<file path="config.mk">
export PLATFORM = sky130hd
export DESIGN_NAME = cos_job_sequencer
export DESIGN_NICKNAME = d
export VERILOG_FILES = /design/src/rtl/cos_job_sequencer_pkg.sv /design/src/rtl/seq_result_fifo.sv /design/src/rtl/cos_job_sequencer.sv
export SDC_FILE = /design/constraint.sdc
export NUM_CORES = 1
export LEC_CHECK = 0
export ABC_AREA = 1
export BUFFER_PORTS_ARGS = -buffer_cell sky130_fd_sc_hd__buf_4
export CAP_MARGIN = 20
export CORE_MARGIN = 4
export CORE_UTILIZATION = 40
export DETAILED_ROUTE_END_ITERATION = 8
export PLACE_DENSITY_LB_ADDON = 0.2
export SLEW_MARGIN = 20
export SYNTH_ARGS = -nofsm -noshare
export SYNTH_HDL_FRONTEND = slang
export SYNTH_SLANG_ARGS = --single-unit
</file>
<file path="constraint.sdc">
create_clock -name clk -period 2.4 [get_ports clk]
set_input_delay 0.24 -clock clk [delete_from_list [all_inputs] [get_ports clk]]
set_output_delay 0.24 -clock clk [all_outputs]
set_load 0.02 [all_outputs]
</file>
<file path="src/rtl/cos_job_sequencer_pkg.sv">
// ============================================================================
// Module  : cos_job_sequencer_pkg
// Brief   : Shared types and constants for the cosine job sequencer.
// Revision: 1.0 - initial release
// ============================================================================
`default_nettype none

package cos_job_sequencer_pkg;

    localparam int DATA_W = 16;
    localparam logic [DATA_W-1:0] TIMEOUT_RESULT = 16'hFFFF;

    typedef enum logic [1:0] {
        IDLE  = 2'd0,
        ISSUE = 2'd1,
        WAIT  = 2'd2,
        STORE = 2'd3
    } seq_state_t;

endpackage

`default_nettype wire

</file>
<file path="src/rtl/seq_result_fifo.sv">
// ============================================================================
// Module  : seq_result_fifo
// Brief   : Synchronous result FIFO, power-of-two depth, registered count.
// Revision: 1.0 - initial release
// ============================================================================
`default_nettype none

module seq_result_fifo #(
    parameter int DEPTH  = 4,
    parameter int DATA_W = 16
) (
    input  logic                         clk,
    input  logic                         rst,
    input  logic                         push,
    input  logic                         pop,
    input  logic [DATA_W-1:0]            din,
    output logic [DATA_W-1:0]            dout,
    output logic [$clog2(DEPTH+1)-1:0]   count,
    output logic                         empty,
    output logic                         full
);

    localparam int PTR_W = $clog2(DEPTH);
    localparam int CNT_W = $clog2(DEPTH+1);

    logic [DATA_W-1:0] mem [DEPTH];
    logic [PTR_W-1:0]  wr_ptr;
    logic [PTR_W-1:0]  rd_ptr;
    logic              do_push;
    logic              do_pop;

    assign empty   = (count == '0);
    assign full    = (count == CNT_W'(DEPTH));
    assign do_push = push && !full;
    assign do_pop  = pop && !empty;
    assign dout    = mem[rd_ptr];

    // Pointers wrap naturally because DEPTH is a power of two.
    always_ff @(posedge clk or negedge rst) begin
        if (!rst) begin
            wr_ptr <= '0;
            rd_ptr <= '0;
            count  <= '0;
        end else begin
            if (do_push) wr_ptr <= wr_ptr + PTR_W'(1);
            if (do_pop)  rd_ptr <= rd_ptr + PTR_W'(1);
            case ({do_push, do_pop})
                2'b10:   count <= count + CNT_W'(1);
                2'b01:   count <= count - CNT_W'(1);
                default: count <= count;
            endcase
        end
    end

    always_ff @(posedge clk) begin
        if (do_push) mem[wr_ptr] <= din;
    end

endmodule

`default_nettype wire

</file>
<file path="src/rtl/cos_job_sequencer.sv">
// ============================================================================
// Module  : cos_job_sequencer
// Brief   : Issues one cosine job per operand, buffers results in a FIFO.
//           Optional WAIT timeout enabled by macro COS_SEQ_TIMEOUT_EN.
// Revision: 1.0 - initial release
// ============================================================================
`default_nettype none

module cos_job_sequencer
    import cos_job_sequencer_pkg::*;
#(
    parameter int DEPTH       = 4,
    parameter int TIMEOUT_CYC = 255
) (
    input  logic              clk,
    input  logic              rst,
    input  logic              in_valid,
    output logic              in_ready,
    input  logic [DATA_W-1:0] in_x,
    output logic              acc_start,
    output logic [DATA_W-1:0] acc_x,
    input  logic              acc_done,
    input  logic [DATA_W-1:0] acc_result,
    output logic              out_valid,
    input  logic              out_ready,
    output logic [DATA_W-1:0] out_data,
    output logic              busy,
    output logic              err_timeout
);

    localparam int CNT_W = $clog2(DEPTH+1);

    seq_state_t        state;
    seq_state_t        state_nxt;
    logic              run;
    logic              expire;
    logic              fifo_push;
    logic [DATA_W-1:0] fifo_din;
    logic [CNT_W-1:0]  fifo_count;
    logic              fifo_empty;
    logic              fifo_full;

    always_ff @(posedge clk or negedge rst) begin
        if (!rst) state <= IDLE;
        else      state <= state_nxt;
    end

    // run keeps in_ready low while reset is held and for no longer.
    always_ff @(posedge clk or negedge rst) begin
        if (!rst) begin
            run   <= 1'b0;
            acc_x <= '0;
        end else begin
            run <= 1'b1;
            if (in_valid && in_ready) acc_x <= in_x;
        end
    end

    always_comb begin
        state_nxt = state;
        in_ready  = 1'b0;
        acc_start = 1'b0;
        fifo_push = 1'b0;
        fifo_din  = acc_result;
        case (state)
            IDLE: begin
                in_ready = run && (fifo_count < CNT_W'(DEPTH));
                if (in_valid && in_ready) state_nxt = ISSUE;
            end
            ISSUE: begin
                acc_start = 1'b1;
                state_nxt = WAIT;
            end
            WAIT: begin
                if (acc_done) begin
                    fifo_push = !fifo_full;
                    state_nxt = STORE;
                end else if (expire) begin
                    fifo_push = !fifo_full;
                    fifo_din  = TIMEOUT_RESULT;
                    state_nxt = STORE;
                end
            end
            STORE:   state_nxt = IDLE;
            default: state_nxt = IDLE;
        endcase
    end

`ifdef COS_SEQ_TIMEOUT_EN
    localparam int TO_W = $clog2(TIMEOUT_CYC+1);

    logic [TO_W-1:0] wait_cnt;
    logic            err_q;

    // wait_cnt equals (WAIT cycle number - 1), so expiry lands on cycle TIMEOUT_CYC.
    always_ff @(posedge clk or negedge rst) begin
        if (!rst) begin
            wait_cnt <= '0;
            err_q    <= 1'b0;
        end else begin
            if (state == WAIT) wait_cnt <= wait_cnt + TO_W'(1);
            else               wait_cnt <= '0;
            if (expire && !acc_done) err_q <= 1'b1;
        end
    end

    assign expire      = (state == WAIT) && (wait_cnt == TO_W'(TIMEOUT_CYC-1));
    assign err_timeout = err_q;
`else
    assign expire      = 1'b0;
    assign err_timeout = 1'b0;
`endif

    assign busy      = (state != IDLE);
    assign out_valid = !fifo_empty;

    seq_result_fifo #(
        .DEPTH  (DEPTH),
        .DATA_W (DATA_W)
    ) u_fifo (
        .clk   (clk),
        .rst   (rst),
        .push  (fifo_push),
        .pop   (out_valid && out_ready),
        .din   (fifo_din),
        .dout  (out_data),
        .count (fifo_count),
        .empty (fifo_empty),
        .full  (fifo_full)
    );

endmodule

`default_nettype wire

</file>
==> results_dict.tcl <==
set metrics [dict create \
    grt_pass1_vias 2424 \
    cts_resized 0 \
    syn-cell-area_um2 3750 \
    largest_family_of_logic_cells_by_synthesized_area "simple AND/OR/NAND/NOR gates" \
    final_layout_size_suffix_gt1_share_pct 24.8 \
    tns_ps 0 \
    synthesis.yosys.warnings 0 \
    core_area_um2 9200 \
    num_antenna_cells 0 \
    design_power_total_w 0.00548 \
    latest_clock_arrival_within_the_worst_skew_pair_ps 340 \
    floorplan.rows 35 \
    cp-start-kind "register" \
    preCtsSetupSlack_ps 443 \
    viasPerCell 4.80 \
    leakagePower_nw 1.94 \
    synth_compound_area_share_pct 6.68 \
    clock_sinks 90 \
    drt-wirelength-per-cell_um 14.5 \
    category_of_the_worst_setup_path_capture_point "output port" \
    stdcell_area_um2 4560 \
    post_synth_main_area_contributors "sky130_fd_sc_hd__edfxtp_1 51%, sky130_fd_sc_hd__dfrtp_1 17%, sky130_fd_sc_hd__nand2_1 5.2%" \
    number_of_hold_buffers_added_after_cts 1 \
    synth_edf_count 64 \
    io_buffer_count 72 \
    final_critical_path_setup_slack_ps 388 \
    max_freq_mhz 497 \
    timing.max_cap.violations 0 \
    route.vias.total 2473 \
    antenna_found_initial 0 \
    cts_root_buf "sky130_fd_sc_hd__clkbuf_8" \
    synth_common_cells "64 x sky130_fd_sc_hd__edfxtp_1, 52 x sky130_fd_sc_hd__nand2_1, 52 x sky130_fd_sc_hd__nor2_1, 37 x sky130_fd_sc_hd__o21ai_0, 26 x sky130_fd_sc_hd__dfrtp_1" \
    critPathRequiredTime_ps 2160 \
    initial_core_util_pct 40.7 \
    tritoncts_clock_tree "done" \
    ir_worst_vdd_uv 544 \
    post_synth_xor_area_fraction_pct 0.468 \
    worst_ep_arrival_time_ps 1770 \
    synth_fp_nets 368 \
    pin_count 74 \
    netlist_instances 322 \
    drt-pass1-iter-count 4 \
    hpwlAfterDp_um 4920 \
    cts_inserted_buffers 9 \
    synth.most_common_cell "sky130_fd_sc_hd__edfxtp_1" \
    area_share_of_fa_ha_maj_cells_after_synthesis_pct 3.21 \
    die_h_um 105 \
    synth.avg_cell_area_um2 11.6 \
    part_of_the_yosys_area_used_for_sequential_elements_pct 68.7 \
    worst-r2r-cell-count 10 \
    dp_area_um2 4370 \
    simple_gate_area_share_of_the_yosys_netlist_pct 15.7 \
    cts-htree-levels 3 \
    hold_path_depth 1 \
    drtAntennaViolNets 0 \
    drc_errors 0 \
    fillerInstances 825 \
    hold_crit_path_type "input port to register" \
    timing.final.hold_violations 0 \
    layout.nets 445 \
    synth.ff_latch_count 90 \
    routed_wirelength_um 7460 \
    synth_flop_cell "sky130_fd_sc_hd__edfxtp_1" \
    critical_path_peak_fanout 26 \
    finClkSkew_ps 11.4 \
    global_router_s_overall_resource_usage_pct 13.9 \
    gp_routability_congestion 0.736 \
    utilization_pct 49.6 \
    synth_async_sr_flop_share_pct 28.9 \
    setup_viol 0 \
    finalCriticalPeriod_ps 2010 \
    synth.lib_cells_used.distinct 24 \
    grt_max_degree 35 \
    globalRoute.totalOverflow 0 \
    area_growth_pct 21.8 \
    worst_path_clk_slew_ps 90 \
    cts_post_setup_buffers_inserted 0 \
    dieWidth_um 105 \
    fraction_of_the_cycle_the_final_worst_path_needs_pct 83.8 \
    run_status "completed" \
    final_max_slew_viol_count 0 \
    synthMuxAreaShare_pct 0 \
    yosys.area.top_type_share_pct 51.3 \
    critical_path_class "register to output port" \
    wire_length_of_the_first_global_routing_pass_um 12100 \
    cts_max_path_buffers 2 \
    rsz0062_at_grt "no" \
    power-per-cell-area_nw_per_um2 1200 \
    synth.largest_area_cell "sky130_fd_sc_hd__edfxtp_1" \
    initialDrtViolationCount 94 \
    design.die.area_um2 11000 \
]
## metal layers
| layer | GRT usage, % | routed length [µm] |
|---|---|---|
| met1 | 17.1 | 3350 |
| met2 | 23.5 | 3540 |
| met3 | 3.95 | 488 |
| met4 | 5.06 | 76 |
| met5 | 0 | 0 |
## final timing paths
check,startpoint,to,slack (ps)
worst min-delay path,acc_result[8],u_fifo.mem[3][8],90
min in group asynchronous,rst,acc_x[12],350
worst max-delay path,u_fifo.rd_ptr[1],out_data[14],390
max in group asynchronous,rst,acc_x[6],1790
worst max register to register,state[0],u_fifo.count[2],440
worst min register to register,u_fifo.count[0],u_fifo.count[0],480
## final cells by class
cell class / instances / area [µm²] / share of cell area [%]
clock buffer: 12 / 135 / 2.96
clock inverter: 4 / 52.6 / 1.15
inverter: 19 / 71.3 / 1.56
multi-input combinational: 198 / 983 / 21.5
sequential: 90 / 2570 / 56.4
tap: 111 / 139 / 3.04
timing repair buffer: 81 / 611 / 13.4
## sequential cells by signal, summed over array words and instances (netlist names)
| name | count |
|---|---|
| u_fifo.rd_ptr | 2 |
| state | 2 |
| u_fifo.mem | 64 |
| u_fifo.wr_ptr | 2 |
| acc_x | 16 |
| u_fifo.count | 3 |
| run | 1 |
## where the power goes
| group | switching, W | leakage [nW] | internal (W) | total (W) |
|---|---|---|---|---|
| logic | 0.00147 | 0.953 | 0.000907 | 0.00238 |
| registers | 0.000151 | 0.899 | 0.00197 | 0.00212 |
| clock network | 0.000499 | 0.0828 | 0.000483 | 0.000982 |
## logic make-up (layout without fill, tap and decap cells)
family          Yosys count  count (layout)
flops                    90              90
other cells               2               2
simple gates            135             135
buf+inv                  34             116
fa+ha+maj                 9               9
compound gates           50              50
xor+xnor                  2               2
## stage by stage
stage / std cells / hold WS [ps]
3_3_place_gp: 498 / 174
6_report: 515 / 94.9
2_1_floorplan: 322 / -55.6
3_5_place_dp: 498 / 181
4_1_cts: 515 / 76.6
5_1_grt: 515 / 74.9
## cell usage in the layout (no fill, tap or decap)
cell and instances:
sky130_fd_sc_hd__buf_4 80, sky130_fd_sc_hd__edfxtp_1 64, sky130_fd_sc_hd__nand2_1 52, sky130_fd_sc_hd__nor2_1 52, sky130_fd_sc_hd__o21ai_0 37, sky130_fd_sc_hd__dfrtp_1 26
sky130_fd_sc_hd__nand3_1 24, sky130_fd_sc_hd__inv_1 16, sky130_fd_sc_hd__o21ai_1 13, sky130_fd_sc_hd__clkbuf_8 9, sky130_fd_sc_hd__ha_1 8, sky130_fd_sc_hd__inv_2 3
sky130_fd_sc_hd__nand4_1 3, sky130_fd_sc_hd__clkinvlp_4 3, sky130_fd_sc_hd__clkbuf_1 3, sky130_fd_sc_hd__xnor2_1 2, sky130_fd_sc_hd__conb_1 2, sky130_fd_sc_hd__nand2_4 1
sky130_fd_sc_hd__nor2_8 1, sky130_fd_sc_hd__nand4_4 1, sky130_fd_sc_hd__or2_2 1, sky130_fd_sc_hd__fa_1 1, sky130_fd_sc_hd__bufinv_16 1, sky130_fd_sc_hd__dlygate4sd3_1 1
## worst max-delay path: stages (launching register included)
cell and delay [ps]:
sky130_fd_sc_hd__dfrtp_1 410, sky130_fd_sc_hd__inv_1 180, sky130_fd_sc_hd__buf_4 310, sky130_fd_sc_hd__o21ai_0 130, sky130_fd_sc_hd__o21ai_1 210, sky130_fd_sc_hd__buf_4 180
(Power assumes the default switching activity.)
